**config.mk**
```make
export PLATFORM = sky130hd
export DESIGN_NAME = seg_scan
export DESIGN_NICKNAME = d
export VERILOG_FILES = /design/src/rtl/seg_scan_pkg.sv /design/src/rtl/seg_scan_lz_mask.sv /design/src/rtl/seg_scan.sv
export SDC_FILE = /design/constraint.sdc
export NUM_CORES = 1
export LEC_CHECK = 0
export CORE_MARGIN = 4
export CORE_UTILIZATION = 35
export CTS_BUF_LIST = sky130_fd_sc_hd__clkbuf_2
export DETAILED_ROUTE_END_ITERATION = 8
export GPL_TIMING_DRIVEN = 0
export SYNTH_ARGS = -nofsm -noshare
export SYNTH_HDL_FRONTEND = slang
export SYNTH_HIERARCHICAL = 1
export SYNTH_SLANG_ARGS = --single-unit
```
**constraint.sdc**
```tcl
create_clock -name clk -period 2.52 [get_ports clk]
set_input_delay 0.252 -clock clk [delete_from_list [all_inputs] [get_ports clk]]
set_output_delay 0.252 -clock clk [all_outputs]
set_load 0.01 [all_outputs]
```
**src/rtl/seg_scan_pkg.sv**
```systemverilog
// Shared constants and elaboration helpers for the seven-segment scanner.
// Provides the digit width, the anode-off pattern and the parameter legality check.
package seg_scan_pkg;

    localparam int DIGIT_W    = 4;
    localparam int MAX_DIGITS = 8;

    // All anodes off: one bit set per populated digit, upper unused bits cleared.
    function automatic logic [MAX_DIGITS-1:0] anode_off(input int digits);
        logic [MAX_DIGITS-1:0] mask;
        mask = {MAX_DIGITS{1'b0}};
        for (int i = 0; i < MAX_DIGITS; i++) begin
            if (i < digits) begin
                mask[i] = 1'b1;
            end else begin
                mask[i] = 1'b0;
            end
        end
        return mask;
    endfunction

    function automatic bit params_ok(input int digits, input int slot_cyc, input int guard_cyc);
        return (digits >= 2) && (digits <= MAX_DIGITS) &&
               (guard_cyc >= 0) && (slot_cyc >= guard_cyc + 1) && (slot_cyc >= 2);
    endfunction

endpackage

```
**src/rtl/seg_scan_lz_mask.sv**
```systemverilog
// Leading-zero blank mask: marks every digit above digit 0 that has only zeros
// at and above its own position, when suppression is enabled.
module lz_mask
    import seg_scan_pkg::*;
#(
    parameter int DIGITS = 4
) (
    input  logic [DIGIT_W*DIGITS-1:0] dp_val,
    input  logic                      dp_lz,
    output logic [DIGITS-1:0]         blank
);

    logic [DIGITS-1:0] blank_s;
    logic              seen_nz_s;

    // Walk from the most significant digit down, tracking whether a non-zero digit was seen.
    always_comb begin
        blank_s   = {DIGITS{1'b0}};
        seen_nz_s = 1'b0;
        for (int i = DIGITS - 1; i >= 0; i--) begin
            seen_nz_s = seen_nz_s | (|dp_val[i*DIGIT_W +: DIGIT_W]);
            if (dp_lz && (i != 0) && !seen_nz_s) begin
                blank_s[i] = 1'b1;
            end else begin
                blank_s[i] = 1'b0;
            end
        end
    end

    assign blank = blank_s;

endmodule

```
**src/rtl/seg_scan.sv**
```systemverilog
// Time-multiplexed common-anode seven-segment scanner with double-buffered value
// updates at frame boundaries, guard blanking between slots and leading-zero suppression.
module seg_scan
    import seg_scan_pkg::*;
#(
    parameter int DIGITS    = 4,
    parameter int SLOT_CYC  = 50000,
    parameter int GUARD_CYC = 2
) (
    input  logic                      clk,
    input  logic                      rst_n,
    input  logic                      load,
    input  logic [DIGIT_W*DIGITS-1:0] value,
    input  logic                      lz_en,
    output logic                      pending,
    output logic [DIGIT_W-1:0]        nibble,
    output logic [DIGITS-1:0]         an,
    output logic                      frame
);

    localparam int VAL_W = DIGIT_W * DIGITS;
    localparam int CW    = (SLOT_CYC > 1) ? $clog2(SLOT_CYC) : 1;
    localparam int DW    = $clog2(DIGITS);
    localparam logic [MAX_DIGITS-1:0] AN_OFF_FULL = anode_off(DIGITS);
    localparam logic [DIGITS-1:0]     AN_OFF      = AN_OFF_FULL[DIGITS-1:0];

    if (!params_ok(DIGITS, SLOT_CYC, GUARD_CYC)) begin : g_param_check
        $error("seg_scan: illegal DIGITS/SLOT_CYC/GUARD_CYC combination");
    end

    logic [CW-1:0]        slot_cnt_r;
    logic [DW-1:0]        dig_r;
    logic [VAL_W-1:0]     sh_val_r;
    logic                 sh_lz_r;
    logic                 pending_r;
    logic [VAL_W-1:0]     dp_val_r;
    logic                 dp_lz_r;
    logic [DIGIT_W-1:0]   nibble_r;
    logic [DIGITS-1:0]    an_r;
    logic                 frame_r;

    logic                 slot_wrap_s;
    logic                 frame_end_s;
    logic [DIGITS-1:0]    blank_s;
    logic [DIGITS-1:0]    an_next_s;
    logic                 frame_next_s;

    lz_mask #(
        .DIGITS (DIGITS)
    ) u_lz_mask (
        .dp_val (dp_val_r),
        .dp_lz  (dp_lz_r),
        .blank  (blank_s)
    );

    // Slot/frame boundary decode and next output values from the current scan position.
    always_comb begin
        slot_wrap_s  = (slot_cnt_r == CW'(SLOT_CYC - 1));
        frame_end_s  = slot_wrap_s && (dig_r == DW'(DIGITS - 1));
        frame_next_s = (slot_cnt_r == {CW{1'b0}}) && (dig_r == {DW{1'b0}});
        an_next_s    = AN_OFF;
        if (slot_cnt_r < CW'(GUARD_CYC)) begin
            an_next_s = AN_OFF;
        end else if (blank_s[dig_r]) begin
            an_next_s = AN_OFF;
        end else begin
            an_next_s = AN_OFF & ~({{(DIGITS-1){1'b0}}, 1'b1} << dig_r);
        end
    end

    // Prescaler and digit index.
    always_ff @(posedge clk) begin
        if (!rst_n) begin
            slot_cnt_r <= {CW{1'b0}};
            dig_r      <= {DW{1'b0}};
        end else if (slot_wrap_s) begin
            slot_cnt_r <= {CW{1'b0}};
            if (dig_r == DW'(DIGITS - 1)) begin
                dig_r <= {DW{1'b0}};
            end else begin
                dig_r <= dig_r + DW'(1);
            end
        end else begin
            slot_cnt_r <= slot_cnt_r + CW'(1);
            dig_r      <= dig_r;
        end
    end

    // Shadow/display double buffer; a load coinciding with the boundary keeps pending set.
    always_ff @(posedge clk) begin
        if (!rst_n) begin
            sh_val_r  <= {VAL_W{1'b0}};
            sh_lz_r   <= 1'b0;
            pending_r <= 1'b0;
            dp_val_r  <= {VAL_W{1'b0}};
            dp_lz_r   <= 1'b0;
        end else begin
            if (frame_end_s && pending_r) begin
                dp_val_r <= sh_val_r;
                dp_lz_r  <= sh_lz_r;
            end
            if (load) begin
                sh_val_r  <= value;
                sh_lz_r   <= lz_en;
                pending_r <= 1'b1;
            end else if (frame_end_s) begin
                pending_r <= 1'b0;
            end
        end
    end

    // Registered display outputs, one cycle behind the scan position.
    always_ff @(posedge clk) begin
        if (!rst_n) begin
            nibble_r <= {DIGIT_W{1'b0}};
            an_r     <= AN_OFF;
            frame_r  <= 1'b0;
        end else begin
            nibble_r <= dp_val_r[DIGIT_W*dig_r +: DIGIT_W];
            an_r     <= an_next_s;
            frame_r  <= frame_next_s;
        end
    end

    assign pending = pending_r;
    assign nibble  = nibble_r;
    assign an      = an_r;
    assign frame   = frame_r;

endmodule
```
==> results_dict.tcl, run 1 <==
set metrics [dict create \
    outcome "complete, no violations" \
    yosys.area_share.adder 0.0275 \
    hold_path_end "an[2]" \
    drt_iter0_markers 59 \
    synthesis.area_um2 2730 \
    crit_buf_inv 1 \
    tns_ns 0 \
    synthMuxAreaShare 0.173 \
    synth_top_cell_area_share 0.454 \
    crit-reg2reg-launch "dig_r[0]" \
    antenna_left 0 \
    final_nets 334 \
    grt_max_degree 13 \
    clock-sinks 62 \
    maxSlewViolCount 0 \
    rr_worst_depth 5 \
    fin_skew_ns 0.0261 \
    period_share 0.792 \
    root_buffer "clkbuf_2" \
    start_kind "register" \
    tritoncts "built" \
    portBuffers 27 \
    cp_max_fo 8 \
    numCtsBuffers 9 \
    rsz0062_at_grt "false" \
    viasPerCell 4.61 \
    yosysMostFrequentCell "dfxtp_1" \
    syn_nets 296 \
    drt_wl_total_um 5080 \
    setup_viol_count_final 0 \
    synth_xor_xnor_area_share 0.0384 \
    power.density_nw_per_um2 595 \
    die_w_um 96.4 \
    firstDrtPassIters 4 \
    critPathSlowestCell "mux4_2" \
    pre_cts_slack_ns 0.525 \
    core_area_um2 7410 \
    rows 31 \
    critical_path_class "register to register" \
    num_antenna_cells 0 \
    ys_seq_area_frac 0.454 \
    ios 30 \
    drive_gt1_frac 0.115 \
    die_height_um 96.4 \
    hold_path_class "input pin to register" \
    clk_path_buf_depth 2 \
    power.leakage_nw 1.24 \
    grt_pass1_wl_um 8580 \
    syn2layout_area_growth_pct 20.5 \
    r2r_slack_ns 0.52 \
    dp_hpwl_um 3780 \
    whs_path_depth 4 \
    cts_resized 0 \
    grt_overflow 0 \
    yosys.area_share.simple 0.228 \
    clk_latency_ns 0.50 \
    wire_per_inst_um 12.3 \
    syn_inst 270 \
    drc 0 \
    ys.flop_type "dfxtp_1" \
    syn_avg_cell_area_um2 10.1 \
    ys_top_cells_by_area "dfxtp_1, mux2i_1, nand2_1" \
    antenna_found_initial 0 \
    vias 1900 \
    r2r_end "an[1]" \
    holdBufCountCts 0 \
    peakVddDrop_uv 226 \
    ys_warn_count 6 \
    fmax_mhz 501 \
    fin_crit_ns 2.00 \
    synth_common_cells "dfxtp_1, nand2_1, mux2i_1" \
    start_util 0.369 \
    worstPathCellList "clkbuf_1 > mux4_2 > nand2b_1 > a21oi_1 > nand2_1" \
    setup.worst_path.start "dig_r[0]" \
    cts-htree-levels 3 \
    grt_pass1_vias 1818 \
    ys_ff_latch 62 \
    hold_viol 0 \
    synth_largest_area_cell "dfxtp_1" \
    worst_slack_ns 0.524 \
    worstPathRequired_ns 2.91 \
    globalRouteTotalUtil 0.122 \
    fin_util 0.445 \
    synth.distinct_cells 38 \
    cts_setup_buffers 0 \
    cp_top_family "multiplexers" \
    max_stage_delay_ns 0.57 \
    endpoint_kind "register" \
    clkTransAtPathRegs_ns 0.18 \
    synth_compound_area_frac 0.0133 \
    worstHoldStart "rst_n" \
    synth_edf_count 0 \
    place_congestion 0.792 \
    cap_violations 0 \
    arrival_ns 2.38 \
    ys_async_sr_fraction 0 \
    synth_top_family_by_area "simple AND/OR/NAND/NOR gates" \
    dieArea_um2 9290 \
]
## layout make-up
type | count | area, µm²
repair buffers | 27 | 270
plain buffers | 17 | 145
flip-flops and latches | 62 | 1240
clock inverters | 7 | 121
multi-input cells | 183 | 1320
fillers | 721 | 4110
well taps | 99 | 124
inverters | 8 | 30.0
clock buffers | 9 | 45.0
## per-layer routing
layer,track usage,share of wire,vias up
li1,-,-,986
met4,0.0537,0.017,0
met2,0.170,0.43,35
met1,0.169,0.51,870
met5,0,0,-
met3,0.0418,0.044,9
## per-stage QoR
stage          std cells  power [W]  cell area (µm²)  hold WS (ns)
3_3_place_gp         396    0.00117             3130         0.445
3_5_place_dp         396    0.00117             3130         0.449
2_1_floorplan        270    0.00111             2730         0.421
6_report             412    0.00196             3290         0.176
5_1_grt              412    0.00205             3290         0.135
4_1_cts              412    0.00199             3290         0.142
## where the power goes
group / internal [W] / switching (W)
Clock: 0.000433 / 0.000383
Combinational: 0.0000700 / 0.0000556
Sequential: 0.00101 / 0.0000140
## tightest hold or removal path: stages
cell and delay, ns:
buf_2 0.15, nand2b_1 0.10, a21oi_1 0.08, nand2_1 0.07
## sequential cells by signal (all words and copies together) (netlist names)
register	flops
dp_val_r	16
sh_val_r	16
slot_cnt_r	16
an	4
nibble	4
dig_r	2
dp_lz_r	1
frame	1
pending	1
sh_lz_r	1
## cell usage in the layout, fill, tap and decap left out, types with 6 or more instances in the layout
cell	netlist	routed
nand2_1	40	40
ha_1	6	6
mux2i_1	36	36
clkdlybuf4s50_1	0	27
xnor2_1	8	8
inv_1	8	8
nor2_1	16	16
dfxtp_1	62	62
nor2b_1	19	19
nand3_1	6	6
clkbuf_2	0	9
## cell families after synthesis
logic type	count (synthesis)
other cells	1
flops	62
xor+xnor	12
compound gates	7
simple gates	116
mux	41
buf+inv	25
fa+ha+maj	6
## worst max-delay path by stage
stage,end,slack (ns),cells after the start
4_1_cts,an[1],0.51,5
3_5_place_dp,an[1],0.52,5
6_report,an[1],0.52,5
3_3_place_gp,an[0],0.57,5
2_1_floorplan,dp_lz_r,0.78,8
5_1_grt,an[1],0.37,5
(Power assumes the default switching activity.)
==> run 2: changes to the inputs <==
- clock period: 2.52 -> 1.78 ns (I/O delays scaled with it)
==> results_dict.tcl, run 2 (synthesis gave the netlist of run 1 again) <==
set metrics [dict create \
    outcome "complete, no violations" \
    worstPathRequired_ns 2.22 \
    rows 31 \
    cts-htree-levels 3 \
    holdBufCountCts 0 \
    cp_max_fo 4 \
    arrival_ns 2.18 \
    hold_path_end "an[2]" \
    dieArea_um2 9290 \
    portBuffers 27 \
    drc 0 \
    place_congestion 0.792 \
    cap_violations 0 \
    drive_gt1_frac 0.182 \
    wire_per_inst_um 12.9 \
    fmax_mhz 573 \
    antenna_left 0 \
    syn2layout_area_growth_pct 25.6 \
    grt_overflow 0 \
    layout.cells.most_common "dfxtp_1" \
    vias 1951 \
    whs_path_depth 4 \
    critPathSlowestCell "or4_4" \
    tritoncts "built" \
    critical_path_class "register to register" \
    die_w_um 96.4 \
    core_area_um2 7410 \
    layout.cells.non_filler 417 \
    peakVddDrop_uv 320 \
    grt_max_degree 18 \
    setup_viol_count_final 0 \
    cp.depth 6 \
    dp_hpwl_um 3780 \
    clk_path_buf_depth 2 \
    ios 30 \
    fin_crit_ns 1.75 \
    r2r_slack_ns 0.03 \
    hold_path_class "input pin to register" \
    fin_util 0.463 \
    rr_worst_depth 6 \
    endpoint_kind "register" \
    r2r_end "an[3]" \
    power.leakage_nw 1.29 \
    cp_top_family "simple AND/OR/NAND/NOR gates" \
    globalRouteTotalUtil 0.123 \
    viasPerCell 4.68 \
    crit-reg2reg-launch "dp_val_r[10]" \
    period_share 0.981 \
    final_cell_mix "dfxtp_1, nand2_1, mux2i_1" \
    firstDrtPassIters 4 \
    start_util 0.369 \
    worstPathCellList "or4_4 > nor4_2 > mux4_2 > nand2b_4 > a21oi_4 > nand2_1" \
    maxSlewViolCount 0 \
    power.density_nw_per_um2 812 \
    clock-sinks 62 \
    dp_cells 396 \
    numCtsBuffers 9 \
    clk_latency_ns 0.49 \
    grt_pass1_vias 1825 \
    grt_pass1_wl_um 8690 \
    worstHoldStart "rst_n" \
    max_stage_delay_ns 0.54 \
    reg_top3 "dp_val_r x16, sh_val_r x16, slot_cnt_r x16" \
    antenna_found_initial 0 \
    num_antenna_cells 0 \
    root_buffer "clkbuf_2" \
    clkTransAtPathRegs_ns 0.18 \
    drt_wl_total_um 5370 \
    drt_iter0_markers 38 \
    fin_skew_ns 0.0262 \
    die_height_um 96.4 \
    crit_buf_inv 0 \
    hold_viol 0 \
    final_nets 339 \
    start_kind "register" \
]
## run 2: cell count changes in the layout (fill, tap and decap cells not counted), sizes merged
cell / delta
buf: +3
clkbuf: +2
## run 2: cell type report
class	count	area, µm²
fillers	709	3980
multi-input cells	183	1370
flip-flops and latches	62	1260
repair buffers	33	350
plain buffers	16	129
well taps	99	124
clock inverters	7	121
clock buffers	9	45.0
inverters	8	30.0
## run 2: how the worst max path moves through the flow
stage               slack, ns      end     startpoint
floorplan                0.04  dp_lz_r  slot_cnt_r[0]
detailed placement      -0.22    an[1]       dig_r[0]
CTS                      0.02    an[1]       dig_r[0]
finish                   0.03    an[3]   dp_val_r[10]
global route            -0.03    an[1]   dp_val_r[10]
global placement        -0.17    an[0]       dig_r[0]
## run 2: where the power goes
part	switching (W)	internal [W]
Combinational	0.0000838	0.000105
Sequential	0.0000217	0.00142
Clock	0.000540	0.000613
## run 2: metrics by stage
step	worst slack [ns]	setup TNS [ns]	hold WS (ns)	area [µm²]	total power (W)
6_report	0.0345	0	0.0572	3430	0.00279
5_1_grt	-0.0343	-0.129	0.0291	3430	0.00291
4_1_cts	0.0203	0	0.0676	3330	0.00281
3_5_place_dp	-0.215	-3.63	0.449	3130	0.00165
3_3_place_gp	-0.165	-3.28	0.445	3130	0.00165
2_1_floorplan	0.0403	0	0.347	2730	0.00157
## run 2: timing repair
action                                  4_1_cts  5_1_grt
cloned                                        0        2
gates resized for setup                      15        9
pin swaps                                     1        6
endpoints found under the hold margin         0        0
endpoints found under the setup margin       30       16
setup buffers                                 1        3
## run 2: tightest hold or removal path, cell delays in order
cell	delay (ns)
buf_2	0.16
nand2b_4	0.10
a21oi_4	0.04
nand2_1	0.04
## run 2: routing by layer
metal	routed length, µm	up-vias	track usage
met2	2370	38	0.175
met4	92	0	0.0537
met5	0	-	0
met1	2680	903	0.168
li1	-	1001	-
met3	228	9	0.0418
